===== src/rtl/updown_counter.sv =====
// Parametrised up/down modulo counter with load, wrap/saturate and terminal-count pulse.
// Optional sticky overflow flag enabled by defining UPDOWN_COUNTER_STICKY_EN.
module updown_counter #(
  parameter int WIDTH     = 4,
  parameter int MODULO    = 2**WIDTH,
  parameter bit SATURATE  = 1'b0,
  parameter int RESET_VAL = 0
) (
  input  logic             clk,
  input  logic             reset,
  input  logic             en,
  input  logic             up,
  input  logic             load,
  input  logic [WIDTH-1:0] load_val,
  input  logic             ovf_clr,
  output logic [WIDTH-1:0] count,
  output logic             tc,
  output logic             ovf
);

  // Compares run at WIDTH+1 bits so MODULO = 2**WIDTH needs no special casing.
  localparam logic [WIDTH:0]   MOD_W   = (WIDTH+1)'(MODULO);
  localparam logic [WIDTH:0]   MAX_W   = (WIDTH+1)'(MODULO - 1);
  localparam logic [WIDTH-1:0] MAX_V   = MAX_W[WIDTH-1:0];
  localparam logic [WIDTH-1:0] RST_V   = WIDTH'(RESET_VAL);

  logic [WIDTH-1:0] count_q, count_d;
  logic             tc_q, tc_d;
  logic             at_top, at_bot, boundary, load_clamp;

  always_comb begin
    at_top     = ({1'b0, count_q} == MAX_W);
    at_bot     = (count_q == '0);
    load_clamp = ({1'b0, load_val} >= MOD_W);
    boundary   = 1'b0;
    count_d    = count_q;
    tc_d       = 1'b0;
    if (load) begin
      count_d = load_clamp ? MAX_V : load_val;
    end else if (en) begin
      if (up) begin
        if (at_top) begin
          boundary = 1'b1;
          count_d  = SATURATE ? MAX_V : '0;
        end else begin
          count_d  = count_q + 1'b1;
        end
      end else begin
        if (at_bot) begin
          boundary = 1'b1;
          count_d  = SATURATE ? '0 : MAX_V;
        end else begin
          count_d  = count_q - 1'b1;
        end
      end
      tc_d = boundary;
    end
  end

  always_ff @(posedge clk) begin
    if (reset) begin
      count_q <= RST_V;
      tc_q    <= 1'b0;
    end else begin
      count_q <= count_d;
      tc_q    <= tc_d;
    end
  end

  assign count = count_q;
  assign tc    = tc_q;

`ifdef UPDOWN_COUNTER_STICKY_EN
  logic ovf_q, ovf_d;

  // A boundary on the same edge as a clear keeps the flag set.
  always_comb begin
    ovf_d = ovf_q;
    if (ovf_clr) ovf_d = 1'b0;
    if (boundary) ovf_d = 1'b1;
  end

  always_ff @(posedge clk) begin
    if (reset) ovf_q <= 1'b0;
    else       ovf_q <= ovf_d;
  end

  assign ovf = ovf_q;
`else
  logic unused_ovf_clr;
  assign unused_ovf_clr = ovf_clr;
  assign ovf            = 1'b0;
`endif

endmodule


===== config.mk =====
export PLATFORM = sky130hd
export DESIGN_NAME = updown_counter
export DESIGN_NICKNAME = d
export VERILOG_FILES = /design/src/rtl/updown_counter.sv
export SDC_FILE = /design/constraint.sdc
export NUM_CORES = 1
export LEC_CHECK = 0
export CORE_AREA = 3 3 40 42
export CTS_CLUSTER_DIAMETER = 50
export DETAILED_ROUTE_END_ITERATION = 8
export DIE_AREA = 0 0 43 45
export SLEW_MARGIN = 20
export SYNTH_ARGS = -nofsm -noshare
export SYNTH_HDL_FRONTEND = slang
export SYNTH_SLANG_ARGS = --single-unit

===== constraint.sdc =====
create_clock -name clk -period 1.54 [get_ports clk]
set_input_delay 0.231 -clock clk [delete_from_list [all_inputs] [get_ports clk]]
set_output_delay 0.231 -clock clk [all_outputs]
set_load 0.005 [all_outputs]

==> results of run 1 <==
-- worst max-delay path, delay by kind of cell (launching register included) --
family	cells	cell delay (ps)
buf+inv	2	660
flops	1	330
-- sequential cells by signal (all words and copies together), names as in the netlist --
register,flops
count,4
tc,1
-- worst paths after layout --
kind / from / endpoint
worst max-delay path: count[0] / count[0]
worst min-delay path: load_val[1] / count[1]
worst max register to register: count[1] / count[0]
worst min register to register: count[1] / count[1]
-- cell usage in the layout (no fill, tap or decap), types with 2 or more instances in the layout --
master / netlist / final
sky130_fd_sc_hd__o21ai_0: 3 / 3
sky130_fd_sc_hd__inv_1: 4 / 4
sky130_fd_sc_hd__and3_1: 2 / 2
sky130_fd_sc_hd__nand2_1: 5 / 5
sky130_fd_sc_hd__clkbuf_4: 0 / 3
sky130_fd_sc_hd__nor2_1: 3 / 3
sky130_fd_sc_hd__dfxtp_1: 5 / 5
sky130_fd_sc_hd__clkdlybuf4s50_1: 0 / 13
sky130_fd_sc_hd__a21oi_1: 6 / 5
sky130_fd_sc_hd__buf_4: 1 / 5
-- per-layer routing --
layer / global-route usage [%] / share of wire, %
met1: 12.08 / 43
met2: 17.07 / 47
met3: 7.570 / 10
met4: 3.614 / 0
met5: 0 / 0
-- stage by stage --
| stage | hold WS [ps] | total power, mW |
|---|---|---|
| 2_1_floorplan | 300.1 | 0.2130 |
| 3_3_place_gp | 691.1 | 0.2823 |
| 3_5_place_dp | 700.1 | 0.2820 |
| 4_1_cts | 541.9 | 0.4533 |
| 5_1_grt | 551.7 | 0.4770 |
| 6_report | 545.5 | 0.4451 |
-- kinds of logic after synthesis --
kind of cell	Yosys count
and+or+nand+nor	12
DFF	5
other	1
buffers and inverters	6
muxes	2
xor gates and xnor gates	2
AOI/OAI and AO/OA	16
adders and majority gates	2
-- repair_timing --
action                                 4_1_cts  5_1_grt
gates resized for setup                      1        2
setup endpoints to repair                    1        1
endpoints found under the hold margin        0        0
pin swaps                                    0        0
-- power by group through the flow --
stage	clock network (mW)	logic, mW	registers [mW]
5_1_grt	0.178	0.153	0.147
3_5_place_dp	0	0.135	0.147
2_1_floorplan	0	0.0589	0.154
4_1_cts	0.169	0.139	0.145
3_3_place_gp	0	0.135	0.147
6_report	0.160	0.140	0.145
-- cell type report --
cell class	instances	share of cell area (%)
inverters	5	3.240
repair buffers	18	28.94
clock buffers	4	4.536
multi-input cells	35	42.76
flip-flops and latches	5	17.28
well taps	15	3.240
==> results.yml, run 1 <==
placement:
  port-buffer-count: 13
  dp_worst_setup_slack_ps: -119.6
  placed_cell_area_sq_um: 544.3
  finalWeightedCongestion: 0.7736
  dpl.hpwl_microns: 696.5
  post-place-cells: 78
critical_path:
  setup.reg_to_reg.worst_slack_ps: 120
  worst_setup_path_end_kind: "output port"
  timing.critical_path.from_type: "flip-flop"
  setup.worst_path.class: "flip-flop to output port"
  cp_slowest_stage_delay_ps: 500
  cp.arrival_ps: 1250
  worstPathCellList: "buf_4, clkdlybuf4s50_1"
  critical_path_required_ps: 1310
  timing.critical_path.slowest_stage_cell: "sky130_fd_sc_hd__clkdlybuf4s50_1"
  worst-path-max-fanout: 8
  reg2reg_depth: 6
power:
  pwr-share-clk_pct: 36.0
  vdd_ir_drop_max_mv: 0.3948
  power.share.sequential_pct: 32.6
  leakagePower_nw: 0.2442
  switching_share_pct: 28.54
  power_report.internal_total_mw: 0.3181
  power.net_switching_mw: 0.1270
  comb_power_share_pct: 31.4
  total_power_per_unit_cell_area_nw_per_um2: 768.4
die:
  die_area_sq_um: 1935
  ios: 16
  initial_core_util_pct: 28.43
  floorplan.die.width_microns: 43
  placementRows: 13
  fp.dieH_microns: 45
  design.core.area_sq_um: 1285
hold_path:
  holdCritPathClass: "primary input to flip-flop"
  hold-path-cell-count: 3
cells_and_area:
  seq_area_sq_um: 100.1
  nFillCells: 149
  instances_no_fill: 82
  post_route_cells_drive_above_1_share_pct: 20.90
  final_core_utilization_pct: 45.08
  fin_area_sq_um: 579.3
  areaGrowthSynthToFinish_pct: 58.56
  num-nets-final: 80
  antenna_diode_count: 0
  area_occupied_by_multi_input_gates_sq_um: 247.7
clock_network:
  htree_num_levels: 1
  cts_tree: "yes"
  cts.sink_count: 5
  clk-insertion-delay-late_ps: 250
  clk_root_buffer_cell: "sky130_fd_sc_hd__clkbuf_4"
  largest_buffer_count_on_any_clock_path: 2
  post_cts_buffers: 0
  number_of_buffers_inserted_during_clock_tree_synthesis: 3
  worst_setup_hold_path_clk_slew_ps: 40
  hold_buffer_count_at_cts: 0
synthesis:
  synth.top_cells.by_area: "sky130_fd_sc_hd__dfxtp_1 27%, sky130_fd_sc_hd__a21oi_1 8.2%, sky130_fd_sc_hd__ha_1 6.8%"
  synth-compound-area-share_pct: 30.82
  synth.top_cell.area_share_pct: 27.40
  synth.yosys.warnings: 0
  synth_flop_cell: "sky130_fd_sc_hd__dfxtp_1"
  muxShareOfSynthArea_pct: 5.822
  ys_seq_elements: 5
  post_synth_fa_ha_maj_area_fraction_pct: 6.849
  synth_sequential_area_ratio_pct: 27.40
  synth_top_family_by_area: "compound AO/OA/AOI/OAI gates"
  synth_xor_xnor_area_share_pct: 4.795
  most_frequent_cells_after_synthesis: "6 x sky130_fd_sc_hd__a21oi_1, 5 x sky130_fd_sc_hd__dfxtp_1, 5 x sky130_fd_sc_hd__nand2_1, 4 x sky130_fd_sc_hd__inv_1"
  synth_cell_type_count: 24
  syn_area_sq_um: 365.4
  mappedNetlistNets: 58
  synth_simple_gate_area_share_pct: 16.10
  ys_async_sr_fraction_pct: 0
  synthesis.instances: 46
  synth-edff-count: 0
  yosysMostFrequentCell: "sky130_fd_sc_hd__a21oi_1"
  synth.largest_area_cell: "sky130_fd_sc_hd__dfxtp_1"
  syn-mean-instance-area_sq_um: 7.942
timing:
  rsz_0062_raised_after_global_routing: "false"
  final_max_slew_viol_count: 0
  postLayoutSetupSlackWorst_ps: 62.85
  post-route-period-util_pct: 95.92
  timing_hold_violations_final: 0
  min_period_ps: 1477
  clock.fmax_ghz: 0.6770
  clock_skew_ps: 4.236
  setup_viol: 0
  timing.setup.tns_ps: 0
routing:
  dr.first_iter.drc_count: 6
  drcViolationCount: 0
  wire_per_inst_microns: 11.51
  finalWirelength_microns: 944
  detailroute.via_count: 408
  viasPerCell: 4.976
  route.antenna.remaining_nets: 0
  detail_route.first_pass.iterations: 4
global_routing:
  grt_max_degree: 9
  gr-usage-all-layers_pct: 11.00
  antenna_violations_before_repair: 0
  grt_pass1_wl_microns: 1538
  grt_pass1_vias: 357
  overflow: 0
status:
  status: "complete, no violations"
job:
  max_cap_violations: 0
(Power assumes the default switching activity.)
==> inputs of run 2 (changes only) <==
--- a/config.mk
+++ b/config.mk
@@ -5,11 +5,10 @@
 export SDC_FILE = /design/constraint.sdc
 export NUM_CORES = 1
 export LEC_CHECK = 0
-export CORE_AREA = 3 3 40 42
+export CORE_AREA = 2 2 39 41
 export CTS_CLUSTER_DIAMETER = 50
 export DETAILED_ROUTE_END_ITERATION = 8
-export DIE_AREA = 0 0 43 45
-export SLEW_MARGIN = 20
+export DIE_AREA = 0 0 41 43
 export SYNTH_ARGS = -nofsm -noshare
 export SYNTH_HDL_FRONTEND = slang
 export SYNTH_SLANG_ARGS = --single-unit
==> constraint.sdc (replaced) <==
create_clock -name clk -period 1.6 [get_ports clk]
set_input_delay 0.24 -clock clk [delete_from_list [all_inputs] [get_ports clk]]
set_output_delay 0.24 -clock clk [all_outputs]
set_load 0.005 [all_outputs]
==> run 2 against run 1 <==
Flip-flop and latch count did not move. Critical path type is now flip-flop to flip-flop. Combinational power fell by 9%. Utilization fell by 4.1 points. Highest routed layer unchanged. Sequential share of layout area rose by 0.38 points. Final cell count did not move. Critical endpoint is now count[0]. Clock skew fell by 2.3 ps. Sequential power fell by 3%. Clock-buffer cell count did not move. Worst setup slack improved by 30 ps. Critical path depth rose by 4.
==> results.yml, run 2 (synthesis results as in run 1) <==
cells_and_area:
  most-common-layout-cells: "13 x sky130_fd_sc_hd__clkdlybuf4s50_1, 6 x sky130_fd_sc_hd__a21oi_1, 5 x sky130_fd_sc_hd__nand2_1, 5 x sky130_fd_sc_hd__dfxtp_1, 4 x sky130_fd_sc_hd__buf_4"
  post_route_cells_drive_above_1_share_pct: 19.70
  antenna_diode_count: 0
  nFillCells: 156
  instances_no_fill: 82
  largest_reg_flops: 4
  final_core_utilization_pct: 40.96
  fin_area_sq_um: 566.8
  num-nets-final: 79
  mostFrequentLayoutCell: "sky130_fd_sc_hd__clkdlybuf4s50_1"
  areaGrowthSynthToFinish_pct: 55.14
hold_path:
  worst_hold_startpoint: "load_val[0]"
  timing.hold.worst_endpoint: "count[0]"
  hold-path-cell-count: 3
  holdCritPathClass: "primary input to flip-flop"
critical_path:
  reg2reg_depth: 6
  worst-path-max-fanout: 3
  rr_startpoint: "count[1]"
  regToRegEndpoint: "count[0]"
  setup.reg_to_reg.worst_slack_ps: 90
  setup.worst_path.class: "flip-flop to flip-flop"
  cell_occurring_most_often_along_the_worst_timing_path: "sky130_fd_sc_hd__a21oi_1"
  critical_path_required_ps: 1780
  timing.critical_path.slowest_stage_cell: "sky130_fd_sc_hd__or3b_2"
  worst_setup_path_end_kind: "flip-flop"
  cp.arrival_ps: 1680
  cp_slowest_stage_delay_ps: 460
  worstPathCellList: "inv_2, ha_2, or3b_2, a21oi_1, o221ai_1, a21oi_1"
  timing.critical_path.from_type: "flip-flop"
clock_network:
  cts.sink_count: 5
  clk-insertion-delay-late_ps: 240
  post_cts_buffers: 0
  number_of_buffers_inserted_during_clock_tree_synthesis: 3
  worst_setup_hold_path_clk_slew_ps: 40
  largest_buffer_count_on_any_clock_path: 2
  hold_buffer_count_at_cts: 0
  cts_tree: "yes"
  htree_num_levels: 1
  clk_root_buffer_cell: "sky130_fd_sc_hd__clkbuf_4"
  post_cts_resized: 0
global_routing:
  antenna_violations_before_repair: 0
  grt_pass1_vias: 348
  gr-usage-met3_pct: 4.712
  grt_most_used_layer: "met1"
  gr-usage-all-layers_pct: 12.74
  grt_pass1_wl_microns: 1421
  groute.layer.met2.usage_pct: 15.63
  grt_max_degree: 9
  overflow: 0
  grt.met1_usage_pct: 16.99
timing:
  clock.fmax_ghz: 0.6636
  min_period_ps: 1507
  rsz_0062_raised_after_global_routing: "false"
  post-route-period-util_pct: 94.18
  timing_hold_violations_final: 0
  final_max_slew_viol_count: 0
  clock_skew_ps: 1.928
  setup_viol: 0
  postLayoutSetupSlackWorst_ps: 93.15
job:
  max_cap_violations: 0
die:
  initial_core_util_pct: 26.40
  ios: 16
  die_area_sq_um: 1763
  placementRows: 14
  fp.dieH_microns: 43
  floorplan.die.width_microns: 41
  design.core.area_sq_um: 1384
routing:
  finalWirelength_microns: 833
  detail_route.first_pass.iterations: 4
  viasPerCell: 4.549
  dr.first_iter.drc_count: 3
  drcViolationCount: 0
  route.antenna.remaining_nets: 0
  wire_per_inst_microns: 10.16
  detailroute.via_count: 373
placement:
  placed_cell_area_sq_um: 538.0
  dpl.hpwl_microns: 670.2
  post-place-cells: 78
  dp_worst_setup_slack_ps: -102.2
  finalWeightedCongestion: 0.7482
  port-buffer-count: 13
power:
  report.power.total_mw: 0.4129
  vdd_ir_drop_max_mv: 0.3053
  total_power_per_unit_cell_area_nw_per_um2: 728.5
  leakagePower_nw: 0.2382
status:
  status: "complete, no violations"
-- run 2: area by class of cell --
type | instances | area [sq um] | area share, %
multi-input cells | 35 | 241.5 | 42.60
repair buffers | 17 | 160.2 | 28.26
flip-flops and latches | 5 | 100.1 | 17.66
clock buffers | 4 | 26.28 | 4.636
well taps | 16 | 20.02 | 3.532
inverters | 5 | 18.77 | 3.311
-- run 2: power by group --
part           internal, mW  total, mW  switching [mW]  leakage, nW
Sequential            0.134      0.140         0.00621       0.0414
Clock                0.0942      0.145          0.0506       0.0150
Combinational        0.0730      0.128          0.0549        0.182
Total                 0.301      0.413           0.112        0.238
-- run 2: worst max-delay path by stage --
stage / start / endpoint / cells after the start
2_1_floorplan: count[0] / count[0] / 6
3_3_place_gp: up / count[0] / 5
3_5_place_dp: up / count[0] / 5
4_1_cts: count[1] / count[0] / 6
5_1_grt: count[1] / count[0] / 6
6_report: count[1] / count[0] / 6
-- run 2: through the flow --
| step | hold WS, ps | setup TNS [ps] |
|---|---|---|
| floorplan | 309.1 | 0 |
| global placement | 621.1 | -93.30 |
| detailed placement | 615.3 | -143.9 |
| CTS | 552.7 | 0 |
| global route | 590.1 | 0 |
| finish | 559.6 | 0 |
-- run 2: metal layers --
| metal | vias up | share of wire (%) |
|---|---|---|
| li1 | 202 | - |
| met1 | 158 | 48 |
| met2 | 13 | 47 |
| met3 | 0 | 4.7 |
| met4 | 0 | 0 |
| met5 | - | 0 |
-- run 2: critical path, delay by kind of cell (launching register included) --
kind / cells / cell delay [ps]
AOI/OAI and AO/OA: 3 / 440
adders and majority gates: 1 / 180
buffers and inverters: 1 / 60
DFF: 1 / 310
and+or+nand+nor: 1 / 460
==> inputs of run 3 (changes only) <==
--- a/config.mk
+++ b/config.mk
@@ -6,9 +6,11 @@
 export NUM_CORES = 1
 export LEC_CHECK = 0
 export CORE_AREA = 2 2 39 41
+export CTS_BUF_LIST = sky130_fd_sc_hd__clkbuf_8
 export CTS_CLUSTER_DIAMETER = 50
 export DETAILED_ROUTE_END_ITERATION = 8
 export DIE_AREA = 0 0 41 43
+export GPL_TIMING_DRIVEN = 0
 export SYNTH_ARGS = -nofsm -noshare
 export SYNTH_HDL_FRONTEND = slang
 export SYNTH_SLANG_ARGS = --single-unit
==> run 3 against run 2 <==
Global-route usage shrank 0.68 points. Sequential power rose by 8%. Via count increased by 7.8%. Final area up 1.3%. Register-to-register slack about the same. Die area stayed put. Critical endpoint unchanged. Largest cell class unchanged. Highest routed layer is now met4.
==> results.yml, run 3 (synthesis results as in run 1) <==
critical_path:
  critical_path_required_ps: 1750
  timing.critical_path.from_type: "flip-flop"
  worst-path-max-fanout: 9
  worst_setup_path_end_kind: "flip-flop"
  setup.worst_path.class: "flip-flop to flip-flop"
  cp.arrival_ps: 1660
routing:
  routedLengthMet1_microns: 382
  wire_per_inst_microns: 11.06
  drcViolationCount: 0
  routed.top_layer: "met4"
  viasPerCell: 5.089
  dr.first_iter.drc_count: 10
  dr_wl_met3_microns: 53
  detailroute.via_count: 402
  route.antenna.remaining_nets: 0
  finalWirelength_microns: 874
  routed-wl-met2_microns: 414
  detail_route.first_pass.iterations: 4
clock_network:
  largest_buffer_count_on_any_clock_path: 2
  cts.sink_count: 5
  clk-insertion-delay-late_ps: 220
  clk_root_buffer_cell: "sky130_fd_sc_hd__clkbuf_8"
  cts_tree: "yes"
  post_cts_buffers: 0
  hold_buffer_count_at_cts: 0
  number_of_buffers_inserted_during_clock_tree_synthesis: 3
  worst_setup_hold_path_clk_slew_ps: 40
  htree_num_levels: 1
global_routing:
  grt_max_degree: 10
  grt_pass1_wl_microns: 1421
  grt_pass1_vias: 339
  overflow: 0
  gr-usage-all-layers_pct: 12.06
  antenna_violations_before_repair: 0
placement:
  port-buffer-count: 13
  dp_worst_setup_slack_ps: -163.1
  finalWeightedCongestion: 0.6991
  dpl.hpwl_microns: 613.1
die:
  floorplan.die.width_microns: 41
  fp.dieH_microns: 43
  placementRows: 14
  design.core.area_sq_um: 1384
  die_area_sq_um: 1763
  ios: 16
  initial_core_util_pct: 26.40
timing:
  postLayoutSetupSlackWorst_ps: 86.52
  final_max_slew_viol_count: 0
  rsz_0062_raised_after_global_routing: "false"
  setup_viol: 0
  clock_skew_ps: 1.524
  clock.fmax_ghz: 0.6607
  min_period_ps: 1513
  timing.setup.tns_ps: 0
  timing_hold_violations_final: 0
  post-route-period-util_pct: 94.59
power:
  vdd_ir_drop_max_mv: 0.3816
  leakagePower_nw: 0.2376
  total_power_per_unit_cell_area_nw_per_um2: 863.4
cells_and_area:
  nFillCells: 151
  most-common-layout-cells: "13 x sky130_fd_sc_hd__clkdlybuf4s50_1, 5 x sky130_fd_sc_hd__nand2_1, 5 x sky130_fd_sc_hd__a21oi_1, 4 x sky130_fd_sc_hd__inv_1"
  mostFrequentLayoutCell: "sky130_fd_sc_hd__clkdlybuf4s50_1"
  post_route_cells_drive_above_1_share_pct: 20.63
  largest_reg_flops: 4
  antenna_diode_count: 0
  num-nets-final: 76
  areaGrowthSynthToFinish_pct: 57.19
job:
  max_cap_violations: 0
hold_path:
  holdCritPathClass: "primary input to flip-flop"
status:
  status: "complete, no violations"
[run 3: cell count changes in the layout (fill, tap and decap cells not counted), sizes merged]
cell    before  now
inv          5    6
clkbuf       4    3
buf          4    1
[run 3: path summary, 6_finish.rpt]
kind | cells after the start | from | slack [ps] | end
setup / recovery | 6 | count[0] | 90 | count[0]
hold / removal | 3 | load_val[0] | 560 | count[0]
setup reg to reg | 6 | count[0] | 90 | count[0]
hold reg to reg | 4 | count[1] | 620 | count[1]
[run 3: timing repair]
action,CTS,global route
gates resized for setup,3,4
setup endpoints to repair,1,1
pin swaps,0,0
[run 3: final cells by class]
type | instances | area [sq um] | share of cell area [%]
Multi-Input combinational cell | 35 | 247.7 | 43.14
Timing Repair Buffer | 13 | 130.1 | 22.66
Sequential cell | 5 | 105.1 | 18.30
Clock buffer | 3 | 41.29 | 7.190
Tap cell | 16 | 20.02 | 3.486
Inverter | 5 | 18.77 | 3.268
Buffer | 1 | 7.507 | 1.307
Clock inverter | 1 | 3.754 | 0.6536
[run 3: layer usage]
layer / up-vias / GRT usage [%]
li1: 197 / -
met1: 184 / 17.74
met2: 18 / 14.69
met5: - / 0
met3: 3 / 1.571
met4: 0 / 10.00
[run 3: power breakdown]
group / switching [mW] / total (mW) / internal [mW]
clock: 0.0663 / 0.231 / 0.165
sequential: 0.0160 / 0.151 / 0.135
combinational: 0.0460 / 0.114 / 0.0682
[run 3: worst max-delay path: stages, from the launching register on]
cell	delay, ps
sky130_fd_sc_hd__dfxtp_4	370
sky130_fd_sc_hd__inv_2	60
sky130_fd_sc_hd__ha_2	180
sky130_fd_sc_hd__or3b_4	390
sky130_fd_sc_hd__a21oi_2	150
sky130_fd_sc_hd__o221ai_1	140
sky130_fd_sc_hd__a21oi_1	150
[run 3: stage by stage]
step	utilization, %	cells	hold slack (ps)	power, mW	instance area (sq um)
6_report	41.50	79	564.5	0.4959	574.3
5_1_grt	41.50	79	604.5	0.5232	574.3
4_1_cts	40.78	79	565.9	0.4969	564.3
3_5_place_dp	37.25	75	693.1	0.2593	515.5
3_3_place_gp	37.25	75	687.3	0.2587	515.5
2_1_floorplan	-	46	309.1	0.2050	365.4
